## config.mk

```make
export PLATFORM = sky130hd
export DESIGN_NAME = gcd_result_collector
export DESIGN_NICKNAME = d
export VERILOG_FILES = /design/src/rtl/gcd_pkg.sv /design/src/rtl/sat_counter.sv /design/src/rtl/gcd_result_collector.sv
export SDC_FILE = /design/constraint.sdc
export NUM_CORES = 1
export LEC_CHECK = 0
export CORE_MARGIN = 2
export CORE_UTILIZATION = 52
export CTS_BUF_LIST = sky130_fd_sc_hd__clkbuf_16
export CTS_CLUSTER_SIZE = 30
export DETAILED_ROUTE_END_ITERATION = 7
export PLACE_DENSITY = 0.78
export REMOVE_ABC_BUFFERS = 1
export SLEW_MARGIN = 30
export SYNTH_ARGS = -nofsm -noshare
export SYNTH_HDL_FRONTEND = slang
export SYNTH_HIERARCHICAL = 1
export SYNTH_SLANG_ARGS = --single-unit
```

## constraint.sdc

```tcl
create_clock -name clk_i -period 2.6 [get_ports clk_i]
set_clock_uncertainty 0.05 [all_clocks]
set_input_delay 0.52 -clock clk_i [delete_from_list [all_inputs] [get_ports clk_i]]
set_output_delay 0.52 -clock clk_i [all_outputs]
set_load 0.005 [all_outputs]
```

## src/rtl/gcd_pkg.sv

```systemverilog
`default_nettype none
// ============================================================================
// Module      : gcd_pkg
// Description : Shared definitions for the GCD result path. Holds the default
//               result width and buffer depth, the drop-counter width, and the
//               per-cycle buffer operation encoding used by the collector.
// Revision    : 1.0 - initial release
// ============================================================================
package gcd_pkg;

    localparam int GCD_WIDTH = 4;   // GCD result data width
    localparam int RES_DEPTH = 4;   // result buffer entries (power of two)
    localparam int DROP_W    = 8;   // overflow drop counter width

    // Buffer activity in a single cycle.
    typedef enum logic [1:0] {
        OP_IDLE = 2'b00,
        OP_POP  = 2'b01,
        OP_PUSH = 2'b10,
        OP_BOTH = 2'b11
    } fifo_op_e;

    function automatic fifo_op_e fifo_op(input logic push, input logic pop);
        return fifo_op_e'({push, pop});
    endfunction

endpackage
`default_nettype wire

```

## src/rtl/sat_counter.sv

```systemverilog
`default_nettype none
// ============================================================================
// Module      : sat_counter
// Description : Up counter that sticks at its all-ones value.
// Ports       : clk_i   - clock, rising edge
//               rst_ni  - asynchronous active-low reset, clears the count
//               inc_i   - increment enable
//               count_o - current count value
// Revision    : 1.0 - initial release
// ============================================================================
module sat_counter
    import gcd_pkg::*;
#(
    parameter int WIDTH = DROP_W
) (
    input  logic             clk_i,
    input  logic             rst_ni,
    input  logic             inc_i,
    output logic [WIDTH-1:0] count_o
);

    logic [WIDTH-1:0] r_count;

    always_ff @(posedge clk_i or negedge rst_ni) begin
        if (!rst_ni) begin
            r_count <= '0;
        end else if (inc_i && (r_count != '1)) begin
            r_count <= r_count + WIDTH'(1);
        end
    end

    assign count_o = r_count;

endmodule
`default_nettype wire

```

## src/rtl/gcd_result_collector.sv

```systemverilog
`default_nettype none
// ============================================================================
// Module      : gcd_result_collector
// Description : Captures GCD results on the rising edge of res_valid_i and
//               queues them in a first-word-fall-through buffer. Results that
//               arrive while the buffer is full (and nothing leaves that cycle)
//               are dropped and counted. A sticky flag records any accepted
//               zero result.
// Ports       : clk_i        - clock, rising edge
//               rst_ni       - asynchronous active-low reset
//               res_valid_i  - result valid level from the GCD slave
//               res_val_i    - result value
//               out_ready_i  - consumer ready
//               out_valid_o  - buffer not empty
//               out_data_o   - oldest buffered result (0 when empty)
//               count_o      - occupancy
//               full_o       - occupancy equals DEPTH
//               empty_o      - occupancy equals zero
//               drop_cnt_o   - saturating count of overflow losses
//               zero_seen_o  - sticky: an accepted result was 0
// Revision    : 1.0 - initial release
// ============================================================================
module gcd_result_collector
    import gcd_pkg::*;
#(
    parameter int WIDTH = GCD_WIDTH,
    parameter int DEPTH = RES_DEPTH
) (
    input  logic                     clk_i,
    input  logic                     rst_ni,
    input  logic                     res_valid_i,
    input  logic [WIDTH-1:0]         res_val_i,
    input  logic                     out_ready_i,
    output logic                     out_valid_o,
    output logic [WIDTH-1:0]         out_data_o,
    output logic [$clog2(DEPTH):0]   count_o,
    output logic                     full_o,
    output logic                     empty_o,
    output logic [DROP_W-1:0]        drop_cnt_o,
    output logic                     zero_seen_o
);

    localparam int PTR_W = $clog2(DEPTH);
    localparam int CNT_W = PTR_W + 1;

    logic             r_valid_q;
    logic [PTR_W-1:0] r_wr_ptr;
    logic [PTR_W-1:0] r_rd_ptr;
    logic [CNT_W-1:0] r_count;
    logic             r_zero_seen;
    logic [WIDTH-1:0] r_mem [DEPTH];

    logic             w_capture;
    logic             w_full;
    logic             w_empty;
    logic             w_pop;
    logic             w_push;
    logic             w_drop;
    fifo_op_e         w_op;

    // A result held valid for several cycles produces a single capture.
    assign w_capture = res_valid_i & ~r_valid_q;
    assign w_full    = (r_count == CNT_W'(DEPTH));
    assign w_empty   = (r_count == '0);
    assign w_pop     = ~w_empty & out_ready_i;
    // When full, a same-cycle pop frees the slot the new result goes into.
    assign w_push    = w_capture & (~w_full | w_pop);
    assign w_drop    = w_capture & w_full & ~w_pop;
    assign w_op      = fifo_op(w_push, w_pop);

    always_ff @(posedge clk_i or negedge rst_ni) begin
        if (!rst_ni) begin
            r_valid_q   <= 1'b0;
            r_wr_ptr    <= '0;
            r_rd_ptr    <= '0;
            r_count     <= '0;
            r_zero_seen <= 1'b0;
        end else begin
            r_valid_q <= res_valid_i;
            // DEPTH is a power of two, so pointer overflow wraps modulo DEPTH.
            unique case (w_op)
                OP_PUSH: begin
                    r_wr_ptr <= r_wr_ptr + PTR_W'(1);
                    r_count  <= r_count + CNT_W'(1);
                end
                OP_POP: begin
                    r_rd_ptr <= r_rd_ptr + PTR_W'(1);
                    r_count  <= r_count - CNT_W'(1);
                end
                OP_BOTH: begin
                    r_wr_ptr <= r_wr_ptr + PTR_W'(1);
                    r_rd_ptr <= r_rd_ptr + PTR_W'(1);
                end
                default: ;
            endcase
            if (w_push && (res_val_i == '0)) begin
                r_zero_seen <= 1'b1;
            end
        end
    end

    // Data entries need no reset: the output is masked while empty.
    always_ff @(posedge clk_i) begin
        if (w_push) begin
            r_mem[r_wr_ptr] <= res_val_i;
        end
    end

    sat_counter #(
        .WIDTH (DROP_W)
    ) u_drop_cnt (
        .clk_i   (clk_i),
        .rst_ni  (rst_ni),
        .inc_i   (w_drop),
        .count_o (drop_cnt_o)
    );

    assign out_valid_o = ~w_empty;
    assign out_data_o  = w_empty ? '0 : r_mem[r_rd_ptr];
    assign count_o     = r_count;
    assign full_o      = w_full;
    assign empty_o     = w_empty;
    assign zero_seen_o = r_zero_seen;

endmodule
`default_nettype wire

```

==> run summary <==
Post-CTS timing repair inserted 0 buffers for setup. For the finished layout, the period the worst path requires is 2470 ps. The cell area that synthesis handed to floorplanning was 0.00161 mm^2. The chip width is 59.7 um, and the antenna diode instance count is 0.

The clock-pin slew on the worst setup and hold paths is 50 ps, and the number of nets in the layout is 164. TritonCTS built the clock tree. The cell row count was 20. For the number of placed instances with taps included, the log shows 176.

Synthesis inferred 33 register bits. Biggest area consumer among synthesized cells: sky130_fd_sc_hd__edfxtp_1. The HPWL after detailed placement is 2180 um. The run gives 33 as the number of sinks driven by the clock tree. The critical path class was flip-flop to output port. The path class of the tightest hold or removal check is flip-flop to flip-flop. From bottom edge to top edge, the die measures 59.7 um. For this run the aggregate overflow at the end of global routing stands at 0.

The H-tree was split into 2 levels. The initial utilization of the core area, before any placement, comes to 53.7%. The run gives 1900 ps as the data arrival time of the worst path.

During I/O placement, the number of pins put on the boundary was 27. In this run the remaining antenna-violating nets after routing total 0. The flow ran to the end, and the final reports show no timing, DRC or antenna violations.

For this run, the number of Yosys warnings is 6. For the hold violation total from the final report, the log shows 0. The measured slew at the worst slew-check pin is 789 ps, and the initial detailed-routing violation count is 59. The cell chosen for the clock root was sky130_fd_sc_hd__clkbuf_16. The detailed-route wire length per cell was 16.6 um; the largest stage delay on the critical path was 540 ps. The most common cell in the synthesized netlist is sky130_fd_sc_hd__dfrtp_1. Of the cells placed in the final design, the portion with a size suffix greater than 1 is 19.2%. The mean instance size in the synthesized netlist is 13.7 um^2. In this run, synthesis inferred 16 flip-flops with an integrated enable.

The final cycle utilization of the critical path works out to 95.0%. Of the synthesized area, sequential elements account for 56.2%. The pre-antenna-repair detailed-routing pass consisted of 4 iterations. For the total of max-cap violations, the log shows 0. The peak supply drop is 0.633 mV.

The most used flip-flop cell after synthesis is sky130_fd_sc_hd__dfrtp_1. The post-route setup TNS was 0 ps. The routed design has 3050 um of wire. STA puts the critical path data required time at 2030 ps. The logs give 0 for the setup-violating endpoint count in the final report and 0.800 nW for the static power due to leakage. The total DRC errors in the routed layout is 0. The worst-case clock buffer depth is 2, and the largest net degree at the start of global routing is 18.

Of all flip-flops after synthesis, the portion carrying an async set or reset was 51.5%. The maximum net fanout on the critical path was 9. In the post-synthesis netlist, the biggest area contributors are sky130_fd_sc_hd__edfxtp_1 30%, sky130_fd_sc_hd__dfrtp_1 26%, sky130_fd_sc_hd__mux4_2 5.6%, sky130_fd_sc_hd__ha_1 3.9%, sky130_fd_sc_hd__xnor2_1 3.3%.

The floorplan die area is 0.00356 mm^2, and the via count of the first global-routing pass is 1,034. Setup repair after global routing left no endpoint under its margin. The tools report the count of hold-fix buffers inserted at cts as 0.

The run gives 0 as the total count of max-transition violations in the final report. After filler insertion, the fill cell instance count of the layout stands at 223. Global routing consumed, over all layers together, 20.0% of the routing resources. The slowest stage of the critical path is the sky130_fd_sc_hd__or3_1 cell.

The vias after detailed routing is 1,059. The run gives 0.804 as the global placer's final weighted congestion. In the routed layout, each cell is associated on average with a via count of 5.76. For this design the ratio of total power to cell area is 981 mW/mm^2. The first global-routing pass estimated 4920 um of wire.

The logs give 280 ps for the clock latency on the worst-skew pair and 118 for the gate count of the mapped netlist. Traced cell by cell, the critical path runs through or3_1 -> and2_1 -> clkdlybuf4s50_1. The number of buffers created by CTS is 5, and the number of distinct standard cells referenced by the synthesized netlist is 42. The normalized max-slew margin is 47.3%. For the number of non-filler instances in the completed layout, the log shows 184. During placement, the flow inserted port buffers numbering 26. For the total area of multi-input combinational cells, the log shows 644 um^2.

The area share of the leading cell type in the synthesized netlist is 29.8%, and the layout-stage area growth over the synthesis result is 26.6%. In the synthesized netlist, the cells that appear most often are 17 x sky130_fd_sc_hd__dfrtp_1, 16 x sky130_fd_sc_hd__edfxtp_1, 7 x sky130_fd_sc_hd__inv_1. The tools report the type of element capturing the critical path as an output port. The region available for standard cell placement spans 0.00300 mm^2.

The number of antenna violations at the first check in global routing is 0. Element type at the critical path start: a flip-flop. The area of all sequential standard cells was 907 um^2; the upper clock frequency limit was 0.405 GHz.
where the power goes:
group	switching [W]	leakage [nW]	internal, W
logic	0.000251	0.371	0.000411
registers	0.000122	0.360	0.000655
clock network	0.000215	0.0687	0.000346
state kept, by name, summed over array words and instances, names as in the netlist:
register and cells:
u_drop_cnt/count_o 8, r_wr_ptr 2, r_rd_ptr 2, count_o 3
zero_seen_o 1, r_mem 16, r_valid_q 1
cells by family (layout without fill, tap and decap cells):
family	after synthesis	in the layout	synth area share (%)
DFF	33	33	56.2
and+or+nand+nor	33	33	12.5
AOI/OAI and AO/OA	21	21	10.4
buffers and inverters	11	44	3.80
xor gates and xnor gates	7	7	3.80
muxes	7	7	8.15
adders and majority gates	6	6	5.12
placed cells by master (no fill, tap or decap), types with 5 or more instances in the layout:
master and n:
sky130_fd_sc_hd__clkdlybuf4s50_1 26, sky130_fd_sc_hd__dfrtp_1 16, sky130_fd_sc_hd__edfxtp_1 16, sky130_fd_sc_hd__inv_1 7, sky130_fd_sc_hd__xnor2_1 6, sky130_fd_sc_hd__nand3_1 5, sky130_fd_sc_hd__nand2_1 5, sky130_fd_sc_hd__ha_1 5
sky130_fd_sc_hd__clkbuf_16 5
final cells by class:
| type | count | area share [%] |
|---|---|---|
| clock inverters | 3 | 0.613 |
| well taps | 33 | 2.02 |
| multi-input cells | 74 | 31.6 |
| repair buffers | 29 | 13.9 |
| inverters | 7 | 1.29 |
| clock buffers | 5 | 6.13 |
| flip-flops and latches | 33 | 44.5 |
through the flow:
step	setup slack [ps]	util, %	area, um^2	hold WS [ps]	power, W
after floorplan	462	-	1580	174	0.00113
after global placement	144	63.3	1900	396	0.00142
after detailed placement	31.2	63.3	1900	402	0.00145
after CTS	26.2	67.9	2040	418	0.00202
after global routing	49.4	67.9	2040	442	0.00212
final	131	67.9	2040	412	0.00200
what timing repair did:
item,4_1_cts,5_1_grt
hold endpoints to repair,0,0
setup endpoints to repair,0,2
resized for setup,0,1
critical path, delay by kind of cell (launching register included):
| kind | cells | cell delay [ps] |
|---|---|---|
| simple gates | 2 | 730 |
| flops | 1 | 450 |
| buf+inv | 1 | 440 |
final timing paths:
check / from / end / slack (ps) / depth (start not counted)
max: count_o[1] / out_data_o[3] / 130 / 3
min: zero_seen_o / zero_seen_o / 410 / 1
max reg2reg: count_o[1] / count_o[2] / 420 / 6
min reg2reg: zero_seen_o / zero_seen_o / 410 / 1
max in group asynchronous: rst_ni / r_rd_ptr[0] / 1310 / 1
min in group asynchronous: rst_ni / r_rd_ptr[1] / 650 / 1
metal layers:
layer / part of all wire, % / wire length, um / vias to the layer above / global-route usage (%)
li1: - / - / 498 / -
met1: 41 / 1250 / 508 / 23.3
met2: 51 / 1540 / 45 / 32.3
met3: 7.2 / 220 / 8 / 8.66
met4: 1.3 / 41 / 0 / 7.94
met5: 0 / 0 / - / 0
Power figures use the tool's default switching activity.
